[src/rtl/flag_pkg.sv]
// rtl/flag_pkg.sv - shared types, padding constants and helpers for flag_reduce_pipe
package flag_pkg;

   // Fill values for tree inputs beyond WIDTH so they never disturb the result
   localparam logic PAD_OR  = 1'b0;
   localparam logic PAD_AND = 1'b1;
   localparam logic PAD_XOR = 1'b0;

   typedef struct packed {
      logic zero;
      logic ones;
      logic parity;
      logic sign;
   } flags_t;

   // Ceiling log2; returns 0 for n <= 1
   function automatic int clog2(input int n);
      int r;
      r = 0;
      for (int i = 0; i < 31; i++) begin
         if ((1 << i) < n) r = i + 1;
      end
      return r;
   endfunction

endpackage

[src/rtl/flag_tree_stage.sv]
// rtl/flag_tree_stage.sv - LEVELS levels of OR/AND/XOR reduction followed by a stage register
module flag_tree_stage #(
   parameter  int IN_W   = 32,
   parameter  int LEVELS = 2,
   localparam int OUT_W  = IN_W >> LEVELS
) (
   input  logic             clk,
   input  logic             n_rst,
   input  logic             en_i,
   input  logic             valid_i,
   input  logic             first_i,
   input  logic             last_i,
   input  logic             sign_i,
   input  logic [IN_W-1:0]  or_i,
   input  logic [IN_W-1:0]  and_i,
   input  logic [IN_W-1:0]  xor_i,
   output logic             valid_o,
   output logic             first_o,
   output logic             last_o,
   output logic             sign_o,
   output logic [OUT_W-1:0] or_o,
   output logic [OUT_W-1:0] and_o,
   output logic [OUT_W-1:0] xor_o
);

   logic [OUT_W-1:0] or_d, and_d, xor_d;
   logic [OUT_W-1:0] or_q, and_q, xor_q;
   logic             valid_q, first_q, last_q, sign_q;

   // Each level folds adjacent bit pairs in place; lower indices are rewritten first
   always_comb begin
      logic [IN_W-1:0] or_t, and_t, xor_t;
      or_t  = or_i;
      and_t = and_i;
      xor_t = xor_i;
      for (int lvl = 0; lvl < LEVELS; lvl++) begin
         for (int i = 0; i < (IN_W >> (lvl + 1)); i++) begin
            or_t[i]  = or_t[2*i]  | or_t[2*i+1];
            and_t[i] = and_t[2*i] & and_t[2*i+1];
            xor_t[i] = xor_t[2*i] ^ xor_t[2*i+1];
         end
      end
      or_d  = or_t[OUT_W-1:0];
      and_d = and_t[OUT_W-1:0];
      xor_d = xor_t[OUT_W-1:0];
   end

   // Stage register: partial reductions and sideband move together, only on en_i
   always_ff @(posedge clk or negedge n_rst) begin
      if (!n_rst) begin
         valid_q <= 1'b0;
         first_q <= 1'b0;
         last_q  <= 1'b0;
         sign_q  <= 1'b0;
         or_q    <= '0;
         and_q   <= '0;
         xor_q   <= '0;
      end else if (en_i) begin
         valid_q <= valid_i;
         first_q <= first_i;
         last_q  <= last_i;
         sign_q  <= sign_i;
         or_q    <= or_d;
         and_q   <= and_d;
         xor_q   <= xor_d;
      end
   end

   assign valid_o = valid_q;
   assign first_o = first_q;
   assign last_o  = last_q;
   assign sign_o  = sign_q;
   assign or_o    = or_q;
   assign and_o   = and_q;
   assign xor_o   = xor_q;

endmodule

[src/rtl/flag_reduce_pipe.sv]
// rtl/flag_reduce_pipe.sv - pipelined zero/ones/parity/sign flag reduction with segment accumulation
module flag_reduce_pipe
   import flag_pkg::*;
#(
   parameter int WIDTH            = 32,
   parameter int LEVELS_PER_STAGE = 2,
   parameter int CNT_W            = 8
) (
   input  logic             clk,
   input  logic             n_rst,
   input  logic             in_valid,
   output logic             in_ready,
   input  logic [WIDTH-1:0] in_data,
   input  logic             in_first,
   input  logic             in_last,
   output logic             out_valid,
   input  logic             out_ready,
   output logic             out_zero,
   output logic             out_ones,
   output logic             out_parity,
   output logic             out_sign,
   output logic [CNT_W-1:0] out_words,
   output logic             out_seq_err
);

   localparam int DEPTH  = clog2(WIDTH);
   localparam int STAGES = (DEPTH + LEVELS_PER_STAGE - 1) / LEVELS_PER_STAGE;
   localparam int PW     = 1 << DEPTH;

   logic          advance;
   logic [PW-1:0] or_pad, and_pad, xor_pad;

   // Widen the word to a power of two with values neutral for each tree
   for (genvar b = 0; b < PW; b++) begin : g_pad
      if (b < WIDTH) begin : g_data
         assign or_pad[b]  = in_data[b];
         assign and_pad[b] = in_data[b];
         assign xor_pad[b] = in_data[b];
      end else begin : g_fill
         assign or_pad[b]  = PAD_OR;
         assign and_pad[b] = PAD_AND;
         assign xor_pad[b] = PAD_XOR;
      end
   end

   // Tree stages; the last one may cover fewer than LEVELS_PER_STAGE levels
   for (genvar s = 0; s < STAGES; s++) begin : g_stage
      localparam int IN_W  = PW >> (s * LEVELS_PER_STAGE);
      localparam int REM   = DEPTH - s * LEVELS_PER_STAGE;
      localparam int LV    = (REM < LEVELS_PER_STAGE) ? REM : LEVELS_PER_STAGE;
      localparam int OUT_W = IN_W >> LV;

      logic [IN_W-1:0]  or_in, and_in, xor_in;
      logic             valid_in, first_in, last_in, sign_in;
      logic [OUT_W-1:0] or_out, and_out, xor_out;
      logic             valid_out, first_out, last_out, sign_out;

      if (s == 0) begin : g_head
         assign or_in    = or_pad;
         assign and_in   = and_pad;
         assign xor_in   = xor_pad;
         assign valid_in = in_valid;
         assign first_in = in_first;
         assign last_in  = in_last;
         assign sign_in  = in_data[WIDTH-1];
      end else begin : g_link
         assign or_in    = g_stage[s-1].or_out;
         assign and_in   = g_stage[s-1].and_out;
         assign xor_in   = g_stage[s-1].xor_out;
         assign valid_in = g_stage[s-1].valid_out;
         assign first_in = g_stage[s-1].first_out;
         assign last_in  = g_stage[s-1].last_out;
         assign sign_in  = g_stage[s-1].sign_out;
      end

      flag_tree_stage #(
         .IN_W   (IN_W),
         .LEVELS (LV)
      ) u_stage (
         .clk     (clk),
         .n_rst   (n_rst),
         .en_i    (advance),
         .valid_i (valid_in),
         .first_i (first_in),
         .last_i  (last_in),
         .sign_i  (sign_in),
         .or_i    (or_in),
         .and_i   (and_in),
         .xor_i   (xor_in),
         .valid_o (valid_out),
         .first_o (first_out),
         .last_o  (last_out),
         .sign_o  (sign_out),
         .or_o    (or_out),
         .and_o   (and_out),
         .xor_o   (xor_out)
      );
   end

   logic st_valid, st_first, st_last, st_sign, st_or, st_and, st_xor;

   assign st_valid = g_stage[STAGES-1].valid_out;
   assign st_first = g_stage[STAGES-1].first_out;
   assign st_last  = g_stage[STAGES-1].last_out;
   assign st_sign  = g_stage[STAGES-1].sign_out;
   assign st_or    = g_stage[STAGES-1].or_out[0];
   assign st_and   = g_stage[STAGES-1].and_out[0];
   assign st_xor   = g_stage[STAGES-1].xor_out[0];

   logic             open_q;
   logic             acc_zero_q, acc_ones_q, acc_parity_q;
   logic [CNT_W-1:0] cnt_q, cnt_d;
   logic             err_q, err_d;
   logic             first_eff;
   flags_t           merged;
   logic             out_valid_q;
   flags_t           out_q;
   logic [CNT_W-1:0] out_words_q;
   logic             out_err_q;

   assign advance  = !out_valid_q || out_ready;
   assign in_ready = advance;

   // Fold the word leaving the last stage into the open segment (or start a new one)
   always_comb begin
      first_eff   = st_first || !open_q;
      merged.sign = st_sign;
      if (first_eff) begin
         merged.zero   = ~st_or;
         merged.ones   = st_and;
         merged.parity = st_xor;
         cnt_d         = CNT_W'(1);
         // Missing first, or a first that abandons an open segment, both flag the new segment
         err_d         = !st_first || open_q;
      end else begin
         merged.zero   = acc_zero_q & ~st_or;
         merged.ones   = acc_ones_q & st_and;
         merged.parity = acc_parity_q ^ st_xor;
         cnt_d         = (cnt_q == '1) ? cnt_q : cnt_q + CNT_W'(1);
         err_d         = err_q;
      end
   end

   // Accumulator and output register; frozen while a result waits for out_ready
   always_ff @(posedge clk or negedge n_rst) begin
      if (!n_rst) begin
         open_q       <= 1'b0;
         acc_zero_q   <= 1'b0;
         acc_ones_q   <= 1'b0;
         acc_parity_q <= 1'b0;
         cnt_q        <= '0;
         err_q        <= 1'b0;
         out_valid_q  <= 1'b0;
         out_q        <= '0;
         out_words_q  <= '0;
         out_err_q    <= 1'b0;
      end else if (advance) begin
         out_valid_q <= st_valid && st_last;
         if (st_valid) begin
            if (st_last) begin
               out_q       <= merged;
               out_words_q <= cnt_d;
               out_err_q   <= err_d;
               open_q      <= 1'b0;
            end else begin
               acc_zero_q   <= merged.zero;
               acc_ones_q   <= merged.ones;
               acc_parity_q <= merged.parity;
               cnt_q        <= cnt_d;
               err_q        <= err_d;
               open_q       <= 1'b1;
            end
         end
      end
   end

   assign out_valid   = out_valid_q;
   assign out_zero    = out_q.zero;
   assign out_ones    = out_q.ones;
   assign out_parity  = out_q.parity;
   assign out_sign    = out_q.sign;
   assign out_words   = out_words_q;
   assign out_seq_err = out_err_q;

endmodule
[config.mk]
export PLATFORM = sky130hd
export DESIGN_NAME = flag_reduce_pipe
export DESIGN_NICKNAME = d
export VERILOG_FILES = /design/src/rtl/flag_pkg.sv /design/src/rtl/flag_tree_stage.sv /design/src/rtl/flag_reduce_pipe.sv
export SDC_FILE = /design/constraint.sdc
export NUM_CORES = 1
export LEC_CHECK = 0
export ABC_AREA = 1
export CORE_MARGIN = 1.5
export CORE_UTILIZATION = 45
export DETAILED_ROUTE_END_ITERATION = 8
export PLACE_DENSITY = 0.71
export SKIP_CTS_REPAIR_TIMING = 1
export SYNTH_ARGS = -nofsm -noshare
export SYNTH_HDL_FRONTEND = slang
export SYNTH_SLANG_ARGS = --single-unit
[constraint.sdc]
create_clock -name clk -period 1.4 [get_ports clk]
set_clock_uncertainty 0.05 [all_clocks]
set_input_delay 0.21 -clock clk [delete_from_list [all_inputs] [get_ports clk]]
set_output_delay 0.21 -clock clk [all_outputs]
set_load 0.01 [all_outputs]
==> results.cfg <==
[outcome]
status = complete, no violations

[place]
placedInstanceArea_um2 = 4440
pre_cts_ws_ns = -0.182
gp_congestion = 0.852
numPortBuffers = 52
placedCellCount = 574
hpwlAfterDp_mm = 4.93

[timing]
rsz0062_at_grt = yes
finalSetupViolCount = 0
max_freq_mhz = 715
hold_ws_ns = 0.352
tightest_slew_ns = 0.375
fin_ws_ns = 0.000646
finalHoldViolCount = 0
slew_violations = 0
tns_ns = 0
fin_crit_sh = 1.00
timing.final.crit_period_ns = 1.40
slew_headroom = 0.750

[setup_path]
r2r-start = cnt_q[1]$_DFFE_PN0P_
crit_arrival_ns = 1.63
path_buf_inv = 0
cp-start-kind = flop
r2r_cells = 7
cpPeakStageDelay_ns = 0.40
path_max_fanout = 7
worstPathCellList = ha_4, nand3_4, nor2_4, nand2_4, nand2_1, nand4_1, nand2_1
crit_top_cell = nand2_1
cpLargestDelayFamily = simple AND/OR/NAND/NOR gates
cp.required_ns = 1.63
cp.depth = 7
end_kind = flop
crit_slowest_cell = dfrtp_1
critical_path_class = flop to flop
critPathLaunch = cnt_q[1]$_DFFE_PN0P_

[clock_network]
htreeDepth = 3
cts_tree = yes
clk_latency_ns = 0.34
cts_root_buf = clkbuf_8
cts_buffer_depth = 2
numCtsBuffers = 9
clock_sinks = 72
path_clk_slew_ns = 0.08

[cells_and_area]
layout.nets = 557
area_growth_pct = 31.2
fin_cells = 592
drive_above_1_share = 0.110
utilization = 0.615
fin_area_um2 = 4800
n_antenna_cell = 0

[floorplanning]
io_pins = 53
core_area_um2 = 7810
std_cell_rows = 32
initial_core_util = 0.469
fp.dieW_um = 93.2
die_y_um = 93.2
dieArea_um2 = 8680

[drt]
drt_pass1_iterations = 4
avgViaCountPerCell = 4.79
vias = 2836
wirelength_mm = 7.03
ant_nets = 0
wl_per_cell_um = 11.9
first_iter_violations = 107
route.detailed.drc = 0

[global_route]
grt_pass1_vias = 2791
antenna_found_initial = 0
grt_pass1_wl_mm = 11.7
grt_max_degree = 73
track_usage = 0.173
overflow = 0

[logic_synthesis]
ys_ff_latch = 72
synth_top_cell_by_area = dfrtp_1
syn_nets = 484
ys_seq_area_frac = 0.492
synthTopCellsByArea = dfrtp_1 (49%), nand2_1 (13%), ha_1 (11%)
syn_avg_cell_area_um2 = 8.86
netlist_area_um2 = 3660
synth_warnings = 0
syn-instance-count = 413
synth.distinct_cells = 27
yosysTopAreaCellShare = 0.492

[power_and_ir_drop]
p_switching_mw = 2.40
p_seq_frac = 0.389
switching_share = 0.320
power.total_mw = 7.50
power_frac_clock = 0.289
combPwrFrac = 0.322
leakagePower_nw = 2.61
vdd_ir_drop_max_mv = 0.654
p_int_mw = 5.10
powerDensity_nw_per_um2 = 1560

[hold_path]
min_path_type = primary input to async pin

[flow_run]
maxCapViolations = 0
cell type report:
cell class / instances / area, um^2
Multi-Input combinational cell: 278 / 1630
Sequential cell: 72 / 1800
Tap cell: 102 / 128
Fill cell: 655 / 3000
Inverter: 50 / 188
Clock buffer: 10 / 138
Timing Repair Buffer: 75 / 791
Clock inverter: 5 / 129
power groups by stage:
stage / combinational [mW] / sequential (mW) / clock, mW
floorplan: 1.40 / 2.94 / 0
global placement: 2.29 / 2.93 / 0
detailed placement: 2.38 / 2.94 / 0
CTS: 2.39 / 2.90 / 2.22
global route: 2.71 / 2.97 / 2.30
finish: 2.42 / 2.91 / 2.17
cells in the final DEF (no fill, tap or decap), types with 6 or more instances in the layout:
| cell | instances |
|---|---|
| nand2_1 | 131 |
| dfrtp_1 | 72 |
| inv_1 | 47 |
| clkdlybuf4s50_1 | 36 |
| ha_1 | 32 |
| nand3_1 | 27 |
| o21ai_0 | 24 |
| buf_4 | 17 |
| xnor2_1 | 15 |
| dlymetal6s2s_1 | 15 |
| nor2_1 | 10 |
| clkbuf_8 | 10 |
| a31oi_1 | 8 |
| nand4_1 | 6 |
logic make-up (layout without fill, tap and decap cells):
| logic type | Yosys count | count (layout) | synth area share |
|---|---|---|---|
| AND/OR/NAND/NOR | 190 | 190 | 0.227 |
| flip-flops | 72 | 72 | 0.492 |
| buffers and inverters | 63 | 140 | 0.0715 |
| AO/OA/AOI/OAI | 38 | 38 | 0.0561 |
| adder cells (fa/ha/maj) | 33 | 33 | 0.113 |
| XOR/XNOR | 17 | 17 | 0.0407 |
state kept, by name (all words and copies together), names as in the netlist, 3 cells and up:
register	count
g_stage.u_stage.xor_o	11
g_stage.u_stage.first_o	3
out_words	8
g_stage.u_stage.sign_o	3
cnt_q	8
g_stage.u_stage.or_o	11
g_stage.u_stage.last_o	3
g_stage.u_stage.valid_o	3
g_stage.u_stage.and_o	11
worst paths after layout:
| check | slack [ns] | endpoint |
|---|---|---|
| max | 0.0006 | cnt_q[1]$_DFFE_PN0P_ |
| min | 0.35 | out_words[2]$_DFFE_PN0P_ |
| max reg2reg | 0.0006 | cnt_q[1]$_DFFE_PN0P_ |
| min reg2reg | 0.42 | out_words[7]$_DFFE_PN0P_ |
| max in group asynchronous | 0.64 | g_stage[0].u_stage.and_o[0]$_DFFE_PN0N_ |
| min in group clk | 0.36 | g_stage[0].u_stage.first_o$_DFFE_PN0N_ |
layer usage:
layer,vias up,part of all wire,global-route usage
met2,66,0.50,0.304
li1,1448,-,-
met4,0,0.017,0.0821
met1,1309,0.44,0.197
met3,13,0.043,0.0398
met5,-,0,0
synthesized netlist by cell type (all sizes together):
cell type  instances
nand4              6
dfrtp             72
a31oi              8
o21ai             24
nand3             30
xnor2             15
nand2            135
nor3               1
o21a               1
a21oi              4
nor2              15
o21bai             1
or2                1
xor2               2
inv               50
ha                33
nor4               2
clkbuf             4
buf                9
worst register-to-register path: stages, from the launching register on:
cell,delay (ns)
dfrtp_1,0.40
ha_4,0.18
nand3_4,0.09
nor2_4,0.18
nand2_4,0.10
nand2_1,0.11
nand4_1,0.12
nand2_1,0.11
Note: power is estimated with default switching activity, not from simulation.
